### config.mk
export PLATFORM = sky130hd
export DESIGN_NAME = wait_dispatcher_flat
export DESIGN_NICKNAME = d
export VERILOG_FILES = /design/src/rtl/wait_dispatcher_if.sv /design/src/rtl/wait_dispatcher.sv /design/src/flat_wrapper.sv
export SDC_FILE = /design/constraint.sdc
export NUM_CORES = 1
export LEC_CHECK = 0
export CAP_MARGIN = 5
export CELL_PAD_IN_SITES_DETAIL_PLACEMENT = 1
export CELL_PAD_IN_SITES_GLOBAL_PLACEMENT = 1
export CORE_UTILIZATION = 38
export CTS_CLUSTER_SIZE = 24
export DETAILED_ROUTE_END_ITERATION = 6
export HOLD_SLACK_MARGIN = 0.03
export PLACE_DENSITY_LB_ADDON = 0.1
export SYNTH_ARGS = -nofsm -noshare
export SYNTH_HDL_FRONTEND = slang
export SYNTH_SLANG_ARGS = --single-unit
### constraint.sdc
create_clock -name clk -period 3.2 [get_ports clk]
set_clock_uncertainty 0.15 [all_clocks]
set_input_delay 0.48 -clock clk [delete_from_list [all_inputs] [get_ports clk]]
set_output_delay 0.48 -clock clk [all_outputs]
set_load 0.01 [all_outputs]
### src/rtl/wait_dispatcher_if.sv
// Script-side and wait-engine-side signals of wait_dispatcher.
// slave is the dispatcher's view, master the driver's view.
interface wait_dispatcher_if;
   logic        ms_tick;
   logic        instr_valid;
   logic [15:0] instr;
   logic        instr_ready;
   logic        abort;
   logic        is_ready;
   logic        wait_en;
   logic [7:0]  wait_num;
   logic [1:0]  wait_func;
   logic [2:0]  wait_sign;
   logic        step_done;
   logic        busy;
   logic [1:0]  err_code;

   modport slave (
      input  ms_tick, instr_valid, instr, abort, is_ready,
      output instr_ready, wait_en, wait_num, wait_func,
      output wait_sign, step_done, busy, err_code
   );

   modport master (
      output ms_tick, instr_valid, instr, abort, is_ready,
      input  instr_ready, wait_en, wait_num, wait_func,
      input  wait_sign, step_done, busy, err_code
   );
endinterface

### src/rtl/wait_dispatcher.sv
// Dispatches script wait/waituntil instructions to the wait engine,
// with settle blanking, ms timeout, abort and a sticky error code.
module wait_dispatcher #(
   parameter int TIMEOUT_MS    = 5000,
   parameter int SETTLE_CYCLES = 2
) (
   input logic               clk,
   input logic               rst,
   wait_dispatcher_if.slave  bus
);

   typedef enum logic [2:0] {
      S_IDLE, S_LOAD, S_SETTLE, S_HOLD, S_DONE
   } state_t;

   localparam logic [15:0] TO_LIM  = 16'(TIMEOUT_MS);
   localparam logic [3:0]  SC_LAST = 4'(SETTLE_CYCLES - 1);

   state_t      state_q;
   logic [15:0] instr_q;
   logic [3:0]  settle_q;
   logic [15:0] tmo_q;
   logic [15:0] tmo_d;
   logic        wait_en_q;
   logic        step_done_q;
   logic        busy_q;
   logic        instr_ready_q;
   logic [1:0]  err_q;
   logic [7:0]  wait_num_q;
   logic [1:0]  wait_func_q;
   logic [2:0]  wait_sign_q;
   logic [2:0]  op;
   logic [1:0]  func;

   assign op   = instr_q[15:13];
   assign func = instr_q[12:11];

   // saturating ms count, includes this cycle's tick
   always_comb begin
      tmo_d = tmo_q;
      if (tmo_q != 16'hFFFF)
         tmo_d = tmo_q + {15'd0, bus.ms_tick};
   end

   always_ff @(posedge clk or posedge rst) begin
      if (rst) begin
         state_q       <= S_IDLE;
         instr_q       <= '0;
         settle_q      <= '0;
         tmo_q         <= '0;
         wait_en_q     <= 1'b0;
         step_done_q   <= 1'b0;
         busy_q        <= 1'b0;
         instr_ready_q <= 1'b1;
         err_q         <= 2'b00;
         wait_num_q    <= '0;
         wait_func_q   <= '0;
         wait_sign_q   <= '0;
      end else begin
         step_done_q <= 1'b0;
         unique case (state_q)
            S_IDLE: begin
               if (bus.instr_valid) begin
                  instr_q       <= bus.instr;
                  err_q         <= 2'b00;
                  instr_ready_q <= 1'b0;
                  busy_q        <= 1'b1;
                  state_q       <= S_LOAD;
               end
            end
            S_LOAD: begin
               settle_q <= '0;
               tmo_q    <= '0;
               if (op != 3'b011) begin
                  step_done_q <= 1'b1;
                  state_q     <= S_DONE;
               end else if (func[1]) begin
                  err_q       <= 2'b10;
                  step_done_q <= 1'b1;
                  state_q     <= S_DONE;
               end else begin
                  wait_num_q  <= instr_q[7:0];
                  wait_func_q <= func;
                  wait_sign_q <= instr_q[10:8];
                  wait_en_q   <= 1'b1;
                  state_q     <= S_SETTLE;
               end
            end
            S_SETTLE: begin
               tmo_q <= tmo_d;
               if (bus.abort) begin
                  wait_en_q   <= 1'b0;
                  err_q       <= 2'b11;
                  step_done_q <= 1'b1;
                  state_q     <= S_DONE;
               end else if (settle_q == SC_LAST) begin
                  state_q <= S_HOLD;
               end else begin
                  settle_q <= settle_q + 4'd1;
               end
            end
            S_HOLD: begin
               tmo_q <= tmo_d;
               // abort beats is_ready, is_ready beats timeout
               if (bus.abort) begin
                  wait_en_q   <= 1'b0;
                  err_q       <= 2'b11;
                  step_done_q <= 1'b1;
                  state_q     <= S_DONE;
               end else if (bus.is_ready) begin
                  wait_en_q   <= 1'b0;
                  step_done_q <= 1'b1;
                  state_q     <= S_DONE;
               end else if (tmo_d >= TO_LIM) begin
                  wait_en_q   <= 1'b0;
                  err_q       <= 2'b01;
                  step_done_q <= 1'b1;
                  state_q     <= S_DONE;
               end
            end
            S_DONE: begin
               instr_ready_q <= 1'b1;
               busy_q        <= 1'b0;
               state_q       <= S_IDLE;
            end
            default: state_q <= S_IDLE;
         endcase
      end
   end

   assign bus.instr_ready = instr_ready_q;
   assign bus.wait_en     = wait_en_q;
   assign bus.wait_num    = wait_num_q;
   assign bus.wait_func   = wait_func_q;
   assign bus.wait_sign   = wait_sign_q;
   assign bus.step_done   = step_done_q;
   assign bus.busy        = busy_q;
   assign bus.err_code    = err_q;

endmodule

### src/flat_wrapper.sv
// flat-port wrapper written by rule: the top's interface ports become plain ports
module wait_dispatcher_flat 
#(
   parameter int TIMEOUT_MS    = 5000,
   parameter int SETTLE_CYCLES = 2
)
  (clk, rst, bus_ms_tick, bus_instr_valid, bus_instr, bus_abort, bus_is_ready, bus_instr_ready, bus_wait_en, bus_wait_num, bus_wait_func, bus_wait_sign, bus_step_done, bus_busy, bus_err_code);
  wait_dispatcher_if bus_i ();
  input logic clk;
  input logic rst;
  input wire logic [$bits(bus_i.ms_tick)-1:0] bus_ms_tick;
  input wire logic [$bits(bus_i.instr_valid)-1:0] bus_instr_valid;
  input wire logic [$bits(bus_i.instr)-1:0] bus_instr;
  input wire logic [$bits(bus_i.abort)-1:0] bus_abort;
  input wire logic [$bits(bus_i.is_ready)-1:0] bus_is_ready;
  output wire logic [$bits(bus_i.instr_ready)-1:0] bus_instr_ready;
  output wire logic [$bits(bus_i.wait_en)-1:0] bus_wait_en;
  output wire logic [$bits(bus_i.wait_num)-1:0] bus_wait_num;
  output wire logic [$bits(bus_i.wait_func)-1:0] bus_wait_func;
  output wire logic [$bits(bus_i.wait_sign)-1:0] bus_wait_sign;
  output wire logic [$bits(bus_i.step_done)-1:0] bus_step_done;
  output wire logic [$bits(bus_i.busy)-1:0] bus_busy;
  output wire logic [$bits(bus_i.err_code)-1:0] bus_err_code;
  assign bus_i.ms_tick = bus_ms_tick;
  assign bus_i.instr_valid = bus_instr_valid;
  assign bus_i.instr = bus_instr;
  assign bus_i.abort = bus_abort;
  assign bus_i.is_ready = bus_is_ready;
  assign bus_instr_ready = bus_i.instr_ready;
  assign bus_wait_en = bus_i.wait_en;
  assign bus_wait_num = bus_i.wait_num;
  assign bus_wait_func = bus_i.wait_func;
  assign bus_wait_sign = bus_i.wait_sign;
  assign bus_step_done = bus_i.step_done;
  assign bus_busy = bus_i.busy;
  assign bus_err_code = bus_i.err_code;
  wait_dispatcher #(.TIMEOUT_MS(TIMEOUT_MS), .SETTLE_CYCLES(SETTLE_CYCLES)) u_core (.clk(clk), .rst(rst), .bus(bus_i));
endmodule
After elaboration in Yosys (flattened, before gate mapping)
Index checks and enable logic that the tools add are counted.
{"block": "word_totals", "out_inout_bits": 19, "input_bits": 22, "elab_cells": 89, "reg_bits": 57}
{"block": "classes", "n_reduce_logical": 14, "muxes": 40, "order_cmp": 1, "bitwise": 2, "eq_ne": 18, "addsub": 2}
{"operator": "one-hot mux 16 bit (2 select lines)", "n": 1}
{"operator": "two-way mux 3 bit", "n": 8}
{"operator": "adder 16 x 1 -> 16 bit", "n": 1}
{"operator": "greater-or-equal comparator 16 x 13 -> 1 bit (second input constant)", "n": 1}
{"operator": "two-way mux 16 bit", "n": 1}
{"operator": "inequality test 16 bit (second input constant)", "n": 1}
{"operator": "two-way mux 1 bit", "n": 14}
{"operator": "two-way mux 2 bit", "n": 7}
{"operator": "inequality test 2 bit (second input constant)", "n": 6}
{"operator": "one-hot mux 3 bit (4 select lines)", "n": 1}
{"operator": "inequality test 3 x 2 -> 1 bit (second input constant)", "n": 3}
{"operator": "AND reduction 3 bit", "n": 3}
{"operator": "two-way mux 4 bit", "n": 2}
{"operator": "one-hot mux 2 bit (4 select lines)", "n": 1}
{"operator": "one-hot mux 4 bit (2 select lines)", "n": 1}
{"operator": "AND reduction 7 bit", "n": 1}
{"operator": "== test 3 x 2 -> 1 bit (second input constant)", "n": 2}
{"operator": "one-hot mux 1 bit (3 select lines)", "n": 2}
{"operator": "nonzero test 2 bit", "n": 3}
{"operator": "AND reduction 5 bit", "n": 1}
{"operator": "adder 4 x 1 -> 4 bit (second input constant)", "n": 1}
{"operator": "== test 4 x 1 -> 1 bit (second input constant)", "n": 1}
{"operator": "inequality test 4 x 3 -> 1 bit (second input constant)", "n": 1}
{"operator": "one-hot mux 1 bit (2 select lines)", "n": 2}
{"operator": "other kinds (10)", "n": 12}

Longest topological paths before layout
{"block": "depth", "depth_word": 7, "mapped_depth": 11, "depth_no_buf": 10}

Worst setup path before layout
No wires, ideal clock.
{"block": "synth_path", "path_kind": "in2reg", "startpoint": "input port bus_ms_tick", "endpoint": "register u_core.err_q[0], in the netlist u_core.bus.err_code[0]", "path_slack_ns": 0.107, "setup_ns": 0.128, "t_arrival_ns": 2.816, "required_time_ns": 2.922, "n_path_buf": 1, "cell_stages": 11, "cell_sequence": "ha_1 ha_1 nand4_1 or3_1 clkbuf_1 nor3_1 a2bb2oi_1 nor4_2 a31oi_1 o211ai_2 mux2_1"}
{"block": "synth_via", "elab_chain_len": 5}
{"element": "start: declaration", "line_no": "flat_wrapper.sv:11", "source": "input wire logic [$bits(bus_i.ms_tick)-1:0] bus_ms_tick;"}
{"element": "adder 16 x 1 -> 16 bit", "line_no": "wait_dispatcher.sv:42", "source": "tmo_d = tmo_q + {15'd0, bus.ms_tick};"}
{"element": "two-way mux 16 bit", "line_no": "wait_dispatcher.sv:41", "source": "if (tmo_q != 16'hFFFF)"}
{"element": "greater-or-equal comparator 16 x 13 -> 1 bit", "line_no": "wait_dispatcher.sv:114", "source": "end else if (tmo_d >= TO_LIM) begin"}
{"element": "inequality test 3 x 2 -> 1 bit (no source line)"}
{"element": "AND reduction 7 bit (no source line)"}
{"element": "end signal: assignment", "line_no": "wait_dispatcher.sv:55", "source": "err_q <= 2'b00;"}
{"element": "end signal: assignment", "line_no": "wait_dispatcher.sv:107", "source": "err_q <= 2'b11;"}
{"element": "end signal: assignment", "line_no": "wait_dispatcher.sv:116", "source": "err_q <= 2'b01;"}
{"element": "end: declaration", "line_no": "wait_dispatcher.sv:28", "source": "logic [1:0] err_q;"}
No other way between the ends.
A chain may end at the register's enable or synchronous reset.

Worst setup path in the final report
Ends and elaborated chain as after synthesis.

==> metrics.yaml <==
run_status: "finished, final reports clean"
antenna_found_initial: 0
n_fill_cell: 860
final_area_sq_um: 3970
crit_path_end: "u_core.bus.err_code[0]"
numClockSinks: 57
cts_buffer_depth: 2
ys_warn_count: 0
via_count: 2581
leakage_nw: 1.67
core_area_sq_um: 7690
grt_pass1_vias: 2724
drive_gt1_share_pct: 24.5
root_buffer: "clkbuf_8"
reg2reg_slack_ns: 0.16
final-hold-violation-count: 0
dp_hpwl_mm: 5.87
grt_max_degree: 25
fin_crit_sh_pct: 97.2
avgSynthCellArea_sq_um: 9.91
final_util_pct: 51.7
hold_class: "in -> async"
clk_pin_slew_ns: 0.08
die_w_um: 90.9
dieArea_sq_um: 8260
detailed_place.area_sq_um: 3650
grtUsageTotal_pct: 21.5
rows: 32
syn_inst: 303
layout_common_cells: "dfrtp_1, clkdlybuf4s50_1, nand2_1"
gp_congestion: 0.866
ys.flop_type: "dfrtp_1"
period_needed_ns: 3.11
area_growth_pct: 32.3
start_kind: "input pin"
peakVddDrop_mv: 0.407
worstPathArrival_ns: 3.17
cts_max_level: 3
cp.required_ns: 3.26
r2r_end: "u_core.bus.err_code[0]"
wl_per_cell_um: 17.6
path_cells: "clkdlybuf4s50_1, ha_2, ha_1, nand4_1, or3_4, buf_4, a211oi_2, a2bb2oi_2, nor4_4, a31oi_1, o211ai_2, mux2_1"
slew_violations: 0
r2r_start: "u_core.tmo_q[11]"
grt_pass1_wl_mm: 13.9
ant_nets: 0
cts_made_buffers: 9
overflow: 0
layout_commonest_cell: "dfrtp_1"
netlist_area_sq_um: 3000
layout.nets: 389
tightest_slew_ns: 0.563
maxCapViolations: 0
slew_headroom_pct: 61.5
async_flop_share_pct: 100
synth-edff-count: 0
holdWs_ns: 0.324
syn_nets: 330
via_per_inst: 5.50
start_util_pct: 39.1
critPathLaunch: "bus_ms_tick"
setup.worst_path.class: "in -> reg"
io_buffers: 39
setup_viol: 0
drt-initial-drc-count: 86
drt-total-wl_mm: 8.27
tritoncts: "yes"
firstDrtPassIters: 4
drc: 0
ys_ff_latch: 57
fp.dieH_um: 90.9
yosysUniqueCellTypes: 55
worstPathMaxFanout: 4
ios: 41
r2r_cells: 8
diodes: 0
yosysSeqAreaShare_pct: 47.5
critPathCaptureType: "flop"
slowest_stage: "clkdlybuf4s50_1"
slowest_delay_ns: 0.49
power.density_nw_per_um2: 735
fmax_mhz: 322
clk_latency_ns: 0.34
==> worst min-delay path by stage <==
stage	start	to	slack (ns)	depth (start not counted)
floorplan	u_core.instr_q[6]	u_core.bus.wait_num[6]	0.33	1
global placement	u_core.instr_q[2]	u_core.bus.wait_num[2]	0.33	1
detailed placement	u_core.instr_q[10]	u_core.bus.wait_sign[2]	0.34	1
CTS	rst	u_core.instr_q[0]	0.34	2
global route	u_core.instr_q[10]	u_core.bus.wait_sign[2]	0.37	1
finish	rst	u_core.instr_q[0]	0.32	2
==> report_power, final <==
group | internal [mW] | total [mW] | leakage (nW) | switching, mW
logic | 0.490 | 0.952 | 0.813 | 0.462
registers | 0.947 | 1.12 | 0.734 | 0.170
clock network | 0.525 | 0.853 | 0.124 | 0.328
total | 1.96 | 2.92 | 1.67 | 0.959
==> logic make-up (layout without fill, tap and decap cells) <==
kind of cell | Yosys count | in the layout | share of synthesized area (%)
AOI/OAI and AO/OA | 70 | 70 | 15.0
xor gates and xnor gates | 3 | 3 | 0.875
adders and majority gates | 5 | 5 | 2.08
buffers and inverters | 30 | 94 | 4.17
DFF | 57 | 57 | 47.5
muxes | 31 | 31 | 11.5
other | 1 | 1 | 0.125
and+or+nand+nor | 106 | 106 | 18.7
==> flip-flops by register name, indices dropped and copies added, names as in the netlist <==
register	count
u_core.tmo_q	16
u_core.instr_q	16
u_core.state_q	3
u_core.bus.wait_sign	3
u_core.bus.busy	1
u_core.bus.step_done	1
u_core.bus.wait_num	8
u_core.bus.err_code	2
u_core.bus.instr_ready	1
u_core.bus.wait_func	1
u_core.settle_q	4
u_core.bus.wait_en	1
==> per-stage QoR <==
| step | setup WS [ns] | TNS [ns] | power, mW | instances |
|---|---|---|---|---|
| CTS | 0.0103 | 0 | 2.96 | 468 |
| floorplan | 0.107 | 0 | 1.65 | 303 |
| global placement | -0.239 | -0.419 | 2.04 | 452 |
| finish | 0.0911 | 0 | 2.92 | 469 |
| global route | -0.0108 | -0.0108 | 3.10 | 469 |
| detailed placement | -0.338 | -0.795 | 2.09 | 452 |
==> cells in the mapped netlist (all sizes together) (2+ instances only) <==
cell type  number  area [sq um]
o21ai          22           110
buf             7          37.5
a21oi          16          80.1
o41ai           4          35.0
a31oi           6          37.5
dfrtp          56          1400
mux2i           2          20.0
xor2            2          17.5
a21o            2          15.0
nand2b          4          25.0
nand2          37           139
nand3           3          15.0
o31ai           2          15.0
inv            11          41.3
nor4           10          83.8
nor2           21          78.8
nand4          10          75.1
and4            3          26.3
nor3            9          50.1
ha              5          62.6
a211oi          3          22.5
clkbuf         12          46.3
nand4b          2          17.5
mux2           29           327
a21boi          2          15.0
==> per-layer routing <==
layer	GRT usage, %	up-vias	wire, um
li1	-	1219	-
met2	36.0	48	4140
met3	4.12	11	248
met1	28.3	1303	3790
met5	0	-	0
met4	6.35	0	99
==> cell type report <==
| type | count | area [sq um] | share of cell area (%) |
|---|---|---|---|
| clock buffers | 9 | 124 | 3.12 |
| clock inverters | 7 | 125 | 3.15 |
| inverters | 11 | 41.3 | 1.04 |
| multi-input cells | 216 | 1530 | 38.4 |
| flip-flops and latches | 57 | 1430 | 35.9 |
| well taps | 102 | 128 | 3.21 |
| repair buffers | 67 | 601 | 15.1 |
==> worst max-delay path, delay by kind of cell <==
| family | cells | cell delay, ns |
|---|---|---|
| AO/OA/AOI/OAI | 4 | 0.73 |
| AND/OR/NAND/NOR | 3 | 0.61 |
| buffers and inverters | 2 | 0.66 |
| multiplexers | 1 | 0.33 |
| adder cells (fa/ha/maj) | 2 | 0.35 |
==> timing repair <==
item | 4_1_cts | 5_1_grt
pin swaps | 1 | 2
endpoints found under the hold margin | 0 | 0
setup buffers | 0 | 1
endpoints found under the setup margin | 1 | 6
resized for setup | 1 | 11
hold buffers | 0 | 0
(Power assumes the default switching activity.)
